==> config.mk <==
export PLATFORM = sky130hd
export DESIGN_NAME = ripple_count_monitor
export DESIGN_NICKNAME = d
export VERILOG_FILES = /design/src/rtl/ripple_cnt_pkg.sv /design/src/rtl/cnt_sync_filter.sv /design/src/rtl/ripple_count_monitor.sv
export SDC_FILE = /design/constraint.sdc
export NUM_CORES = 1
export LEC_CHECK = 0
export ABC_AREA = 1
export CAP_MARGIN = 20
export CELL_PAD_IN_SITES_DETAIL_PLACEMENT = 0
export CELL_PAD_IN_SITES_GLOBAL_PLACEMENT = 1
export CORE_UTILIZATION = 43
export CTS_CLUSTER_DIAMETER = 120
export DETAILED_ROUTE_END_ITERATION = 10
export PLACE_DENSITY_LB_ADDON = 0.1
export SYNTH_ARGS = -nofsm -noshare
export SYNTH_HDL_FRONTEND = slang
export SYNTH_SLANG_ARGS = --single-unit
==> constraint.sdc <==
create_clock -name clk -period 2.9 [get_ports clk]
set_input_delay 0.58 -clock clk [delete_from_list [all_inputs] [get_ports clk]]
set_output_delay 0.58 -clock clk [all_outputs]
set_load 0.03 [all_outputs]
==> src/rtl/ripple_cnt_pkg.sv <==
// Shared types and helpers for the ripple counter monitor.
package ripple_cnt_pkg;

    localparam int CNT_W = 4;

    typedef enum logic {
        OUT_EMPTY = 1'b0,
        OUT_FULL  = 1'b1
    } out_state_t;

    // Forward distance from old to new on the 4-bit wheel.
    function automatic logic [CNT_W-1:0] mod_delta(input logic [CNT_W-1:0] new_v,
                                                   input logic [CNT_W-1:0] old_v);
        return new_v - old_v;
    endfunction

endpackage

==> src/rtl/cnt_sync_filter.sv <==
// Brings the asynchronous ripple count into clk and accepts only values that
// have been stable for STABLE_N consecutive synchronized samples.
module cnt_sync_filter
    import ripple_cnt_pkg::*;
#(
    parameter int STABLE_N = 2
) (
    input  logic             clk,
    input  logic             rst,
    input  logic [CNT_W-1:0] cnt_in,
    output logic [CNT_W-1:0] cnt_q,
    output logic             cnt_update,
    output logic             wrap,
    output logic [CNT_W-1:0] delta,
    output logic             acc,
    output logic [CNT_W-1:0] acc_delta
);

    localparam int               RUN_W   = $clog2(STABLE_N + 1);
    localparam logic [RUN_W-1:0] RUN_MAX = RUN_W'(STABLE_N);
    localparam logic [CNT_W:0]   CNT_MAX = (CNT_W + 1)'((1 << CNT_W) - 1);

    logic [CNT_W-1:0] s1;
    logic [CNT_W-1:0] s2;
    logic [CNT_W-1:0] run_val;
    logic [RUN_W-1:0] run_len;
    logic             acc_wrap;

    // acc is the acceptance decision for the coming edge; the top uses it so
    // a delta landing on the window-closing edge is counted in that window.
    assign acc       = (run_len == RUN_MAX) && (run_val != cnt_q);
    assign acc_delta = mod_delta(run_val, cnt_q);
    assign acc_wrap  = ({1'b0, cnt_q} + {1'b0, acc_delta}) > CNT_MAX;

    always_ff @(posedge clk or posedge rst) begin
        if (rst) begin
            s1         <= '0;
            s2         <= '0;
            run_val    <= '0;
            run_len    <= '0;
            cnt_q      <= '0;
            cnt_update <= 1'b0;
            wrap       <= 1'b0;
            delta      <= '0;
        end else begin
            s1 <= cnt_in;
            s2 <= s1;
            if (s2 == run_val) begin
                if (run_len != RUN_MAX) run_len <= run_len + 1'b1;
            end else begin
                run_val <= s2;
                run_len <= RUN_W'(1);
            end
            cnt_update <= acc;
            wrap       <= acc && acc_wrap;
            delta      <= acc ? acc_delta : '0;
            if (acc) cnt_q <= run_val;
        end
    end

endmodule

==> src/rtl/ripple_count_monitor.sv <==
// Filtered ripple count plus gated rate measurement with a one-deep
// valid/ready result buffer.
module ripple_count_monitor
    import ripple_cnt_pkg::*;
#(
    parameter int GATE_CYCLES = 1000,
    parameter int MEAS_W      = 16,
    parameter int STABLE_N    = 2
) (
    input  logic              clk,
    input  logic              rst,
    input  logic [CNT_W-1:0]  cnt_in,
    output logic [CNT_W-1:0]  cnt_q,
    output logic              cnt_update,
    output logic              wrap,
    output logic [CNT_W-1:0]  cnt_delta,
    output logic              meas_valid,
    input  logic              meas_ready,
    output logic [MEAS_W-1:0] meas_count,
    output logic              meas_sat,
    output logic              meas_lost,
    input  logic              lost_clr,
    output out_state_t        dbg_state
);

    // Handshake: a result transfers on any rising edge where meas_valid and
    // meas_ready are both high; meas_count/meas_sat hold until that edge.

    localparam int                GATE_W    = $clog2(GATE_CYCLES);
    localparam logic [GATE_W-1:0] GATE_LAST = GATE_W'(GATE_CYCLES - 1);

    logic              acc;
    logic [CNT_W-1:0]  acc_delta;
    logic [GATE_W-1:0] gate_cnt;
    logic              gate_close;
    logic [MEAS_W-1:0] tally;
    logic              sat_flag;
    logic [MEAS_W:0]   sum;
    logic [MEAS_W-1:0] tally_next;
    logic              sat_next;
    out_state_t        state;

    cnt_sync_filter #(
        .STABLE_N (STABLE_N)
    ) u_filt (
        .clk        (clk),
        .rst        (rst),
        .cnt_in     (cnt_in),
        .cnt_q      (cnt_q),
        .cnt_update (cnt_update),
        .wrap       (wrap),
        .delta      (cnt_delta),
        .acc        (acc),
        .acc_delta  (acc_delta)
    );

    assign gate_close = (gate_cnt == GATE_LAST);
    assign dbg_state  = state;

    // The extra sum bit flags overflow; the tally then pins at all-ones.
    always_comb begin
        sum        = {1'b0, tally} + (MEAS_W + 1)'(acc ? acc_delta : '0);
        tally_next = sum[MEAS_W] ? '1 : sum[MEAS_W-1:0];
        sat_next   = sat_flag | sum[MEAS_W];
    end

    always_ff @(posedge clk or posedge rst) begin
        if (rst) begin
            gate_cnt   <= '0;
            tally      <= '0;
            sat_flag   <= 1'b0;
            state      <= OUT_EMPTY;
            meas_valid <= 1'b0;
            meas_count <= '0;
            meas_sat   <= 1'b0;
            meas_lost  <= 1'b0;
        end else begin
            gate_cnt <= gate_close ? '0 : gate_cnt + 1'b1;
            if (gate_close) begin
                tally    <= '0;
                sat_flag <= 1'b0;
            end else begin
                tally    <= tally_next;
                sat_flag <= sat_next;
            end
            // A drop below overrides this clear on the same edge.
            if (lost_clr) meas_lost <= 1'b0;
            case (state)
                OUT_EMPTY: begin
                    if (gate_close) begin
                        meas_count <= tally_next;
                        meas_sat   <= sat_next;
                        meas_valid <= 1'b1;
                        state      <= OUT_FULL;
                    end
                end
                OUT_FULL: begin
                    if (meas_ready) begin
                        if (gate_close) begin
                            meas_count <= tally_next;
                            meas_sat   <= sat_next;
                        end else begin
                            meas_valid <= 1'b0;
                            state      <= OUT_EMPTY;
                        end
                    end else if (gate_close) begin
                        meas_lost <= 1'b1;
                    end
                end
                default: state <= OUT_EMPTY;
            endcase
        end
    end

endmodule
==> results.md <==
- Outcome: finished clean
- Placer congestion estimate: 0.764
- Worst Tran Pin Value: 571 ps
- Num CTS Buffers: 9
- Max Clock Skew: 12.4 ps
- Hold Crit Depth: 0
- Final worst slack: 132 ps
- GRT Overall Usage: 18.7%
- Residual DRC: 0
- Synth Warn #: 0
- Async SR Flop Fraction: 100%
- Synth Register Bits: 71
- Longest Clk Path Bufs: 2
- Detail Route Antenna Nets: 0
- Initial drt markers: 76
- Via Count: 2,483
- Crit path max-delay cell type: dfrtp_1
- Final min period: 2770 ps
- Post-DP HPWL: 4.77 mm
- Hold crit path type: reg -> reg
- Via density: 4.70
- Crit Reg-Reg Endpoint: tally[13]
- Delay-heaviest family, CP: simple AND/OR/NAND/NOR gates
- Critical path origin: u_filt.run_val[0]
- Post-synth EDFFs: 0
- Remaining global-route overflow: 0
- Initial Util: 45.4%
- Antenna diodes: 0
- CTS sink count: 71
- Synthesized area per cell: 8.95 um^2
- Worst hold path endpoint: u_filt.s2[2]
- Worst EP required: 3140 ps
- Core box area: 7450 um^2
- Routed wire length per instance: 12.7 um
- Share of cells above drive strength 1: 12.1%
- Seq/Total Area, Yosys: 52.5%
- Number of port buffers: 37
- Crit path launch type: flop
- H-tree lvl count: 3
- Slowest Stage Delay on Critical Path: 410 ps
- Crit Path Class: reg -> reg
- Number of global-route vias before repair: 2,499
- Mapped cell area: 3380 um^2
- Post-Syn Instances: 378
- I/O Pins: 38
- Fmax: 361 MHz
- Int Pwr: 1.62 mW
- Hold Startpoint: u_filt.s1[2]
- Dominant synthesized flop cell: dfrtp_1
- Fill cells: 727
- Layout area overhead: 22.4%
- Sequential group share of total power: 48.3%
- Initial antenna violation count: 0
- Clk slew on worst S/H paths: 80 ps
- Post-Place Setup Slack: -13.4 ps
- CTS root buf: clkbuf_8
- Worst path bufs/invs: 2
- Pre-Repair DR Iteration Count: 4
- Final Slew Violations: 0
- Worst reg2reg path depth: 13
- Top cell type's share of synthesized area: 52.5%
- Top cells by area, synth: dfrtp_1 53%, nand2_1 11%, inv_1 5.0%
- Horiz. Die Dim: 90.7 um
- Reg2reg setup slack: 130 ps
- Syn_nets: 401
- Max-Cap Viols: 0
- Worst slew margin: 61.8%
- Register area: 1780 um^2
- Hold buffers post-CTS: 0
- Skew-Pair Late Insertion Delay: 350 ps
- WL final: 6.73 mm
- Final setup viols: 0
- Leak pwr: 2.17 nW
- Pin count of the biggest net entering global routing: 46
- Global-route wire length before repair: 11.9 mm
- Die area: 8230 um^2
- Sw Share: 24.8%
- Multi-input gate area: 1390 um^2
- Cell mode on critical path: nand3_1
- P_sw: 535 uW
- Die Y: 90.7 um
- Crit. End Element: flop
- Crit path max fanout: 5
- Crit path cell chain: inv_2, ha_1, inv_1, fa_1, or2_2, a21oi_2, ha_1, or2_2, nand3_1, nand2_2, nand3_1, nand3_1, and2_1
- Nets: 447
- Final critical-path share of the clock period: 95.4%
- Peak supply drop: 0.000317 V
- # rows: 31
- CP Data Arrival Time: 3000 ps
- Library cells used by synthesis: 35
- Final hold viol count: 0
- Yosys top cell by area: dfrtp_1
- CTS tree: yes
- Final core utilization: 55.6%
- Clock network fraction of total power: 42.1%
- Worst reg2reg startpoint: u_filt.run_val[0]
- Pwr Density: 520 nW/um^2
- Comb power frac: 9.5%
## timing repair
action,4_1_cts,5_1_grt
resized for setup,1,11
gates cloned,0,0
pin swaps,0,4
setup endpoints to repair,4,33
setup buffers,0,2
## cell usage in the layout, fill, tap and decap left out, drive strengths merged
cell / Yosys / final
nor2: 35 / 35
dfrtp: 71 / 71
nand4: 5 / 5
and3: 1 / 1
buf: 5 / 7
clkbuf: 4 / 10
ha: 12 / 12
xor2: 8 / 8
nand2: 107 / 107
nand3b: 3 / 3
inv: 47 / 48
a31oi: 1 / 1
nor3: 2 / 2
o21a: 3 / 3
o22ai: 1 / 1
bufinv: 0 / 2
fa: 3 / 3
clkdlybuf4s50: 0 / 37
or2: 5 / 5
nand3: 30 / 30
o21ai: 16 / 16
and2: 2 / 2
clkinv: 1 / 4
a21oi: 10 / 10
xnor2: 5 / 5
o21bai: 1 / 1
## per-layer routing
layer	wire (um)	track usage, %	vias to the layer above
met5	0	0	-
met4	87	5.11	0
met3	258	6.23	10
met2	3070	29.9	42
met1	3310	24.1	1149
li1	-	-	1282
## synthesized netlist by cell type (5+ instances only)
cell type,instances
xor2_1,8
a21oi_1,10
nand3_2,6
ha_1,12
nand3_1,24
dfrtp_1,71
nand2_1,103
inv_1,45
o21ai_0,12
nor2_1,32
xnor2_1,5
## area by class of cell
class / count / area share (%)
Tap cell: 99 / 2.99
Clock inverter: 6 / 2.20
Multi-Input combinational cell: 250 / 33.6
Inverter: 48 / 4.41
Clock buffer: 10 / 3.32
Sequential cell: 71 / 42.9
Timing Repair Buffer: 44 / 10.5
## how the worst max path moves through the flow
stage	endpoint	slack, ps	depth (start not counted)
2_1_floorplan	tally[13]	130	12
5_1_grt	tally[15]	-40	13
4_1_cts	meas_count[3]	40	15
3_5_place_dp	meas_count[3]	-10	15
3_3_place_gp	meas_count[3]	70	15
6_report	tally[13]	130	13
## cells by family (layout without fill, tap and decap cells)
kind of cell | Yosys count | in the layout | share of synthesized area, %
AO/OA/AOI/OAI | 32 | 32 | 5.10
XOR/XNOR | 13 | 13 | 3.37
adder cells (fa/ha/maj) | 15 | 15 | 6.21
buffers and inverters | 57 | 108 | 6.95
flip-flops | 71 | 71 | 52.5
AND/OR/NAND/NOR | 190 | 190 | 25.9
## stage by stage
stage / setup TNS, ps / power, mW / cells / hold slack (ps) / instance area, um^2
2_1_floorplan: 0 / 1.19 / 378 / 331 / 3380
3_3_place_gp: 0 / 1.25 / 510 / 332 / 3870
3_5_place_dp: -13.4 / 1.26 / 510 / 336 / 3870
4_1_cts: 0 / 2.17 / 526 / 355 / 4110
5_1_grt: -247 / 2.25 / 528 / 374 / 4140
6_report: 0 / 2.16 / 528 / 352 / 4140
## flip-flops by register name (all words and copies together), names as in the netlist
name	count
sat_flag	1
meas_valid	1
u_filt.run_val	4
tally	16
u_filt.cnt_update	1
dbg_state	1
u_filt.delta	4
meas_count	16
u_filt.s2	4
gate_cnt	10
meas_lost	1
u_filt.wrap	1
u_filt.cnt_q	4
u_filt.s1	4
u_filt.run_len	2
meas_sat	1
## power groups by stage
| stage | Clock, mW | Sequential [mW] | Combinational, mW |
|---|---|---|---|
| global route | 0.976 | 1.05 | 0.230 |
| CTS | 0.933 | 1.04 | 0.195 |
| global placement | 0 | 1.06 | 0.191 |
| detailed placement | 0 | 1.06 | 0.194 |
| floorplan | 0 | 1.08 | 0.105 |
| finish | 0.908 | 1.04 | 0.206 |
No activity file was read; power rests on OpenSTA's default activity.
